--- src/rtl/cpu_pkg.sv ---
// -----------------------------------------------------------------------------
// cpu_pkg
//   Shared constants and types for the small CPU front end.
//   PC_W     : program counter / instruction memory address width
//   INSTR_W  : instruction width
//   CNT_W    : default width of the retired-instruction counter
//   fetch_state_t : fetch sequencer states (idle, pipeline fill, running)
// -----------------------------------------------------------------------------
package cpu_pkg;

  localparam int PC_W    = 10;
  localparam int INSTR_W = 9;
  localparam int CNT_W   = 16;

  // Width of the branch target supplied by the branch unit.
  localparam int BR_ADDR_W = 9;

  typedef enum logic [1:0] {
    FS_IDLE = 2'd0,
    FS_FILL = 2'd1,
    FS_RUN  = 2'd2
  } fetch_state_t;

endpackage : cpu_pkg

--- src/rtl/fetch_unit.sv ---
// -----------------------------------------------------------------------------
// fetch_unit
//   Program counter and instruction fetch stage. Drives a synchronous-read
//   instruction memory (data returns one cycle after the address) and presents
//   one instruction per cycle to decode. Redirects on a taken branch and
//   squashes the wrong-path fetch, honours decode stall, stops on HALT and
//   counts retired instructions (saturating).
//
// Ports
//   clk, rst_n    : clock (rising edge), asynchronous active-low reset
//   start         : pulse, begin execution at start_pc (only acted on in idle)
//   start_pc      : first fetch address
//   stall         : decode not ready; hold presented instruction, no new fetch
//   branch        : taken-branch decision for the presented instruction
//   branch_addr   : branch target, zero-extended to PC_W
//   halt_instr    : presented instruction is HALT
//   imem_addr     : instruction memory read address
//   imem_rdata    : instruction memory data for the previous cycle's address
//   instr         : instruction to decode
//   instr_pc      : address of instr
//   instr_valid   : instr / instr_pc meaningful
//   busy          : sequencer not idle
//   done          : one-cycle pulse in the cycle HALT retires
//   retired       : instructions retired since the last start
// -----------------------------------------------------------------------------
module fetch_unit #(
  parameter int PC_W    = cpu_pkg::PC_W,
  parameter int INSTR_W = cpu_pkg::INSTR_W,
  parameter int CNT_W   = cpu_pkg::CNT_W
) (
  input  logic                 clk,
  input  logic                 rst_n,
  input  logic                 start,
  input  logic [PC_W-1:0]      start_pc,
  input  logic                 stall,
  input  logic                 branch,
  input  logic [8:0]           branch_addr,
  input  logic                 halt_instr,
  output logic [PC_W-1:0]      imem_addr,
  input  logic [INSTR_W-1:0]   imem_rdata,
  output logic [INSTR_W-1:0]   instr,
  output logic [PC_W-1:0]      instr_pc,
  output logic                 instr_valid,
  output logic                 busy,
  output logic                 done,
  output logic [CNT_W-1:0]     retired
);

  import cpu_pkg::*;

  // ---------------------------------------------------------------------------
  // State
  // ---------------------------------------------------------------------------
  fetch_state_t          state;
  logic [PC_W-1:0]       pc;          // address of the fetch being issued
  logic [PC_W-1:0]       instr_pc_q;  // address of the fetch now returning
  logic                  instr_valid_q;
  logic [CNT_W-1:0]      retired_q;

  // While decode stalls, the memory keeps reading pc (the *next* instruction),
  // so the presented instruction has to be held locally. instr_q captures the
  // memory output on the first stalled cycle; hold_q selects it afterwards.
  logic [INSTR_W-1:0]    instr_q;
  logic                  hold_q;

  // ---------------------------------------------------------------------------
  // Decode of this cycle's decisions
  // ---------------------------------------------------------------------------
  logic                  retire;
  logic                  take_halt;
  logic                  take_branch;
  logic [PC_W-1:0]       pc_next;

  // NOTE: every signal assigned in always_comb gets an unconditional default
  // first, so no path can leave it unassigned and infer a latch.
  always_comb begin
    retire      = 1'b0;
    take_halt   = 1'b0;
    take_branch = 1'b0;
    pc_next     = pc + PC_W'(1);
    done        = 1'b0;

    // instr_valid is only ever set in RUN, so it alone qualifies a retire.
    // branch/halt_instr are meaningless unless an instruction retires.
    retire      = instr_valid_q && !stall;
    take_halt   = retire && halt_instr;
    // HALT has priority: no redirect when both are asserted.
    take_branch = retire && branch && !halt_instr;

    if (take_branch) begin
      pc_next = PC_W'(branch_addr);
    end

    done = take_halt;
  end

  // ---------------------------------------------------------------------------
  // Sequential state
  // ---------------------------------------------------------------------------
  // NOTE: sequential state uses non-blocking assignments only, so every
  // register samples the pre-edge value of every other register.
  always_ff @(posedge clk or negedge rst_n) begin
    if (!rst_n) begin
      state         <= FS_IDLE;
      pc            <= '0;
      instr_pc_q    <= '0;
      instr_valid_q <= 1'b0;
      retired_q     <= '0;
      instr_q       <= '0;
      hold_q        <= 1'b0;
    end else begin
      // Stall holding of the presented instruction.
      if (stall) begin
        if (!hold_q) begin
          instr_q <= imem_rdata;
        end
        hold_q <= 1'b1;
      end else begin
        hold_q <= 1'b0;
      end

      case (state)
        FS_IDLE: begin
          if (start) begin
            state     <= FS_FILL;
            pc        <= start_pc;
            retired_q <= '0;
          end
        end

        // First address is on the bus; its data returns next cycle.
        FS_FILL: begin
          if (!stall) begin
            state         <= FS_RUN;
            pc            <= pc_next;
            instr_pc_q    <= pc;
            instr_valid_q <= 1'b1;
          end
        end

        FS_RUN: begin
          if (!stall) begin
            if (take_halt) begin
              state         <= FS_IDLE;
              instr_valid_q <= 1'b0;
            end else begin
              pc            <= pc_next;
              instr_pc_q    <= pc;
              // On a taken branch the fetch returning next cycle is the
              // fall-through instruction: present it as a bubble.
              instr_valid_q <= !take_branch;
            end

            if (retire && (retired_q != '1)) begin
              retired_q <= retired_q + CNT_W'(1);
            end
          end
        end

        default: begin
          state         <= FS_IDLE;
          instr_valid_q <= 1'b0;
        end
      endcase
    end
  end

  // ---------------------------------------------------------------------------
  // Outputs
  // ---------------------------------------------------------------------------
  assign imem_addr   = pc;
  assign instr       = hold_q ? instr_q : imem_rdata;
  assign instr_pc    = instr_pc_q;
  assign instr_valid = instr_valid_q;
  assign busy        = (state != FS_IDLE);
  assign retired     = retired_q;

endmodule : fetch_unit

--- config.mk ---
export PLATFORM = sky130hd
export DESIGN_NAME = fetch_unit
export DESIGN_NICKNAME = d
export VERILOG_FILES = /design/src/rtl/cpu_pkg.sv /design/src/rtl/fetch_unit.sv
export SDC_FILE = /design/constraint.sdc
export NUM_CORES = 1
export LEC_CHECK = 0
export CORE_MARGIN = 4
export CORE_UTILIZATION = 51
export DETAILED_ROUTE_END_ITERATION = 7
export PLACE_DENSITY = 0.82
export SLEW_MARGIN = 5
export SYNTH_ARGS = -nofsm -noshare
export SYNTH_HDL_FRONTEND = slang
export SYNTH_SLANG_ARGS = --single-unit
--- constraint.sdc ---
create_clock -name clk -period 6.13 [get_ports clk]
set_clock_uncertainty 0.05 [all_clocks]
set_input_delay 1.226 -clock clk [delete_from_list [all_inputs] [get_ports clk]]
set_output_delay 1.226 -clock clk [all_outputs]
set_load 0.005 [all_outputs]
==> results of run 1 <==
==> area by class of cell <==
class                   count  area, um2
inverters                   9       33.8
clock buffers               5       68.8
fillers                   415       1490
flip-flops and latches     49       1230
well taps                  70       87.6
repair buffers             82        813
multi-input cells         211       1450
clock inverters             1       5.00
==> sequential cells by signal (all words and copies together) (netlist names) <==
| register | flops |
|---|---|
| retired | 16 |
| imem_addr | 10 |
| instr_pc | 10 |
| instr_q | 9 |
| state | 2 |
| hold_q | 1 |
| instr_valid | 1 |
==> worst max-delay path by stage <==
stage	from	cells after the start	slack (ps)	end
final	stall	4	2000	done
after global routing	stall	4	1890	done
after CTS	stall	4	1980	done
after detailed placement	stall	4	1980	done
after global placement	stall	4	2020	done
after floorplan	stall	2	3350	done
==> metal layers <==
metal	up-vias	wire, um
met5	-	0
met4	0	146
met3	13	520
met2	85	3210
met1	1162	2930
li1	1167	-
==> power groups by stage <==
stage | Clock, mW | Sequential (mW) | Combinational [mW]
4_1_cts | 0.182 | 0.515 | 0.729
5_1_grt | 0.197 | 0.533 | 0.803
3_3_place_gp | 0 | 0.517 | 0.700
6_report | 0.176 | 0.517 | 0.725
2_1_floorplan | 0 | 0.501 | 0.447
3_5_place_dp | 0 | 0.521 | 0.725
==> logic make-up after synthesis <==
family | Yosys count | share of synthesized area (%)
compound gates | 69 | 14.9
xor+xnor | 7 | 2.21
fa+ha+maj | 7 | 3.16
buf+inv | 22 | 3.48
flops | 49 | 44.3
mux | 38 | 15.1
simple gates | 90 | 16.9
==> layout by cell type, fill, tap and decap left out, types with 4 or more instances in the layout <==
master           instances
dfrtp_1                 49
nand4_1                  4
and3_1                   6
nand2_1                 27
clkbuf_8                 5
inv_1                    9
mux2i_1                  8
xnor2_1                  4
a31oi_1                  4
clkdlybuf4s50_1         80
o21ai_0                 24
a21oi_1                 22
nor3_1                   5
ha_1                     7
nand3_1                 12
nor2_1                  18
mux2_2                  30
==> cell usage after synthesis (3+ instances only) <==
cell type   n  area (um2)
mux2i_1     8        80.1
nand2b_1    3        18.8
xor2_1      3        26.3
a21oi_1    22         110
clkbuf_1    8        30.0
and3_1      6        37.5
dfrtp_1    49        1230
ha_1        7        87.6
inv_1       9        33.8
xnor2_1     4        35.0
mux2_2     30         338
nand3_1    12        60.1
nand2_1    27         101
nand4_1     4        25.0
nor3_1      5        25.0
nor2b_1     3        18.8
nor2_1     18        67.6
o21ai_0    24         120
a31oi_1     4        25.0
==> critical path, delay by kind of cell <==
| family | cells | cell delay [ps] |
|---|---|---|
| and+or+nand+nor | 2 | 440 |
| buffers and inverters | 2 | 1190 |
==> stage by stage <==
stage,util (%),worst slack [ps],hold slack [ps],cells
floorplan,-,3350,425,282
global placement,69.7,2020,434,421
detailed placement,69.7,1980,441,421
CTS,71.2,1980,464,427
global route,71.2,1890,471,427
finish,71.2,2000,458,427
==> metrics, run 1 <==
Core Area=0.00517 mm2; vias in the first global route=2387; CTS Buffer Depth=2; Crit Path Category=input pin to output port; Remaining Overflow, GRT=0; share of layout cells above drive strength 1=12.3%; n_diodes=0; register area share after synthesis=44.3%; final instance area=0.00368 mm2; Tot GR Track Use=21.7%; DR iter-0 viols=144; Seq cells post-synth=49; switching portion of total power=39.0%; crit path max-delay cell type=clkdlybuf4s50_1; initial antenna violation count=0; hold path cells=1; GRT met1 Usage=27.7%; first drt pass iteration count=4; reg2reg start=state[0]; Post-route DRC=0; Vias/cell=5.68; distinct cell type count after synthesis=47; Synth Area per Inst=9.82 um2; crit path DAT=2850 ps; TNS Setup=0 ps; CP Capture Type=output port; Power Dens Cells=385 mW/mm2; Internal=0.865 mW; crit-path max FO=15; HP Start=instr_q[7]; Tot Pwr=1.42 mW; Initial Utilization=53.5%; CTS H-tree lvls=2; Max Cap Viol=0; FP Rows=26; CP max stage delay=690 ps; input/output buffers=81; Slew Limit Fails=0; GR peak layer=met2; Worst slew margin=26.0%; Placed Area=0.00361 mm2; Total Wirelength=6810 um; worst slew pin tran=1100 ps; pin count of the biggest net entering global routing=50; wire per inst=15.9 um; vias post-DR=2427; Nets=399; first-pass GRT wire length=11300 um; Most Frequent Cell on Critical Path=clkdlybuf4s50_1; crit-path cells=clkdlybuf4s50_1 -> nor2b_1 -> and2_1 -> clkdlybuf4s50_1; antenna-violating nets left=0; FMAX=0.242 GHz; reg2reg end=instr_pc[4]; Synth Flop Type=dfrtp_1; Die ar.=0.00667 mm2; CP Launch Type=input pin; result of the run=complete, no violations; Clock Latency Late Sink=300 ps; DIE HEIGHT=81.7 um; unrepaired setup endpoints after global routing=no; CP Data Required Time=4850 ps; P&R area growth vs syn=32.9%; Final setup viols=0; Min-Delay Endpoint=instr_q[7]; GPL Wtd Cong=0.836; crit path time final=4130 ps; Post-synth EDFFs=0; cts repair resizes=0; Psw=0.552 mW; Reg2Reg Depth=5; Clock transition at path regs=90 ps; Syn Nets=323; HP Class=flip-flop to flip-flop; Clk pwr share=12.4%; dpl hpwl=4950 um; post-synthesis instance total=282; final count of hold timing violations=0; Die Span X=81.7 um; hold-fix buffer count after cts=0; combinational cell fraction of total power=51.2%; IO Count=82; post-synthesis cell area=0.00277 mm2; sequential power share=36.4%; TritonCTS Buffers=5; Worst R2R Setup Slack=3640 ps; asr flop ratio synth=100%; Ys Warns=0; GR Util met2=34.8%; leakage=1.51 nW; clk root buf=clkbuf_8; clock sinks=49; CTS tree=built; post-CTS setup buffer count=0; final worst path period share=67.4%; peak supply drop=0.280 mV; met3 Use GR=6.58%
Note: power is estimated with default switching activity, not from simulation.
==> run 2: changes to the inputs <==
--- a/config.mk
+++ b/config.mk
@@ -6,9 +6,9 @@
 export NUM_CORES = 1
 export LEC_CHECK = 0
 export CORE_MARGIN = 4
-export CORE_UTILIZATION = 51
+export CORE_UTILIZATION = 43
 export DETAILED_ROUTE_END_ITERATION = 7
-export PLACE_DENSITY = 0.82
+export PLACE_DENSITY = 0.74
 export SLEW_MARGIN = 5
 export SYNTH_ARGS = -nofsm -noshare
 export SYNTH_HDL_FRONTEND = slang
==> constraint.sdc (replaced) <==
create_clock -name clk -period 3.48 [get_ports clk]
set_clock_uncertainty 0.05 [all_clocks]
set_input_delay 0.696 -clock clk [delete_from_list [all_inputs] [get_ports clk]]
set_output_delay 0.696 -clock clk [all_outputs]
set_load 0.005 [all_outputs]
==> run 2 against run 1 <==
Effect of this change:
- hold slack about the same
- critical path depth stayed put
- global-route usage decreased by 2.5 points
- non-clock buffer count up 1
- highest routed layer unchanged
==> metrics, run 2 (synthesis results as in run 1) <==
result of the run=complete, no violations; share of layout cells above drive strength 1=12.8% (+0.45 points); clk root buf=clkbuf_8; Clock transition at path regs=80 ps (about the same); final count of hold timing violations=0 (unchanged); setup ws final=721 ps (-1280 ps); Setup WS pre-CTS=616 ps (-1370 ps); Psw=0.964 mW (+75%); IO Count=82 (unchanged); crit path time final=2760 ps; sequential power share=35.0% (-1.4 points); Vias/cell=5.45 (-4.1%); crit-path max FO=3 (-12); dpl hpwl=5180 um (+4.7%); antenna-violating nets left=0 (unchanged); pin count of the biggest net entering global routing=50 (unchanged); Die Span X=88.2 um (+8.0%); Internal=1.63 mW (+88%); Max Cap Viol=0 (unchanged); placed cells=427 (+1.4%); Clk pwr share=16.0% (+3.6 points); n_diodes=0 (unchanged); crit path DAT=2010 ps (-840 ps); first drt pass iteration count=4 (unchanged); CP Data Required Time=2730 ps (-2120 ps); DIE HEIGHT=88.2 um (+8.0%); worst slew pin tran=1080 ps (-24.9 ps); vias post-DR=2371 (-2.3%); Remaining Overflow, GRT=0 (unchanged); crit-path cells=clkdlybuf4s50_1 -> nor2b_1 -> and2_1 -> clkdlybuf4s50_1; P&R area growth vs syn=35.0%; commonest non-fill, non-tap cell in the layout=clkdlybuf4s50_1; leakage=1.54 nW (+1.5%); CTS tree=built; max reg flops=16 (unchanged); Nets=400 (+0.25%); TritonCTS Buffers=5 (unchanged); wire per inst=15.8 um (-1.2%); CP Launch Type=input pin; Core Area=0.00610 mm2 (+18%); Most Frequent Cell on Critical Path=clkdlybuf4s50_1; Tot GR Track Use=19.2% (-2.5 points); cts repair resizes=0 (unchanged); Initial Utilization=45.4% (-8.1 points); TNS Setup=0 ps (unchanged); FMAX=0.362 GHz; HP Class=flip-flop to flip-flop; Worst slew margin=28.1% (+2.2 points); WP buf/inv=2 (unchanged); Clock Latency Late Sink=310 ps (about the same); Post-route DRC=0 (unchanged); Post-Route Utilization=61.3% (-9.9 points); Final setup viols=0 (unchanged); initial antenna violation count=0 (unchanged); CP Capture Type=output port; CP delay by family, top=buffers and inverters; Post-Layout Cell Count=435 (+1.9%); switching portion of total power=37.2% (-1.7 points); Slew Limit Fails=0 (unchanged); Die ar.=0.00779 mm2 (+17%); clock sinks=49 (unchanged); hold-fix buffer count after cts=0 (unchanged); CP max stage delay=530 ps (-160 ps); CTS H-tree lvls=2 (unchanged); first-pass GRT wire length=11800 um (+5.3%); post-CTS setup buffer count=0 (unchanged); most frequent cells in the layout=80 x clkdlybuf4s50_1, 49 x dfrtp_1, 30 x mux2_2; input/output buffers=81 (unchanged); CTS Buffer Depth=2 (unchanged); crit path max-delay cell type=clkdlybuf4s50_1; DR iter-0 viols=108 (-25%); final worst path period share=79.3%; FP Rows=28 (+7.7%); unrepaired setup endpoints after global routing=no; Crit Path Category=input pin to output port; GPL Wtd Cong=0.835 (about the same); peak supply drop=0.364 mV (+30%); combinational cell fraction of total power=49.0% (-2.2 points); Total Wirelength=6850 um (+0.63%); Power Dens Cells=693 mW/mm2 (+80%); vias in the first global route=2347 (-1.7%)
run 2: cell count changes in the layout (fill, tap and decap cells not counted):
| cell | change |
|---|---|
| buf_4 | +1 |
| bufinv_16 | +1 |
| clkbuf_1 | +1 |
| clkbuf_8 | +1 |
| clkinv_2 | -1 |
run 2: layer usage:
metal | routed length [um] | GRT usage, % | vias up | share of wire, %
met4 | 107 | 5.77 | 0 | 1.6
met1 | 3060 | 26.5 | 1138 | 45
li1 | - | - | 1171 | -
met5 | 0 | 0 | - | 0
met3 | 332 | 2.61 | 9 | 4.8
met2 | 3350 | 31.5 | 53 | 49
run 2: power groups by stage:
stage | registers, mW | clock network [mW] | logic, mW
final | 0.906 | 0.416 | 1.27
after global routing | 0.940 | 0.456 | 1.43
after CTS | 0.907 | 0.427 | 1.27
after detailed placement | 0.917 | 0 | 1.27
after global placement | 0.909 | 0 | 1.24
after floorplan | 0.882 | 0 | 0.787
run 2: worst register-to-register path, cell delays in order (launching register included):
cell and delay (ps):
dfrtp_1 440, inv_1 100, ha_1 520, nor2_1 110
a211o_1 380, a211oi_1 460, nand4_1 150, o21ai_0 150
run 2: path summary, 6_finish.rpt:
kind / endpoint / depth (start not counted) / slack (ps) / startpoint
hold / removal: instr_pc[7] / 1 / 460 / instr_pc[7]
setup reg to reg: retired[5] / 7 / 1050 / state[0]
max in group asynchronous: retired[13] / 1 / 2170 / rst_n
min in group asynchronous: instr_pc[4] / 1 / 530 / rst_n
hold reg to reg: instr_pc[7] / 1 / 460 / instr_pc[7]
setup / recovery: done / 4 / 720 / stall
run 2: final cells by class:
type / count / area [um2]
tap: 75 / 93.8
clock inverter: 1 / 30.0
inverter: 9 / 33.8
timing repair buffer: 83 / 821
multi-input combinational: 211 / 1450
fill: 522 / 2360
sequential: 49 / 1230
clock buffer: 7 / 86.3
run 2: stage by stage:
| stage | total power, mW | hold WS, ps | instance area (um2) |
|---|---|---|---|
| final | 2.59 | 458 | 3740 |
| after global routing | 2.83 | 469 | 3740 |
| after CTS | 2.61 | 462 | 3740 |
| after detailed placement | 2.19 | 441 | 3620 |
| after global placement | 2.14 | 437 | 3620 |
| after floorplan | 1.67 | 350 | 2770 |
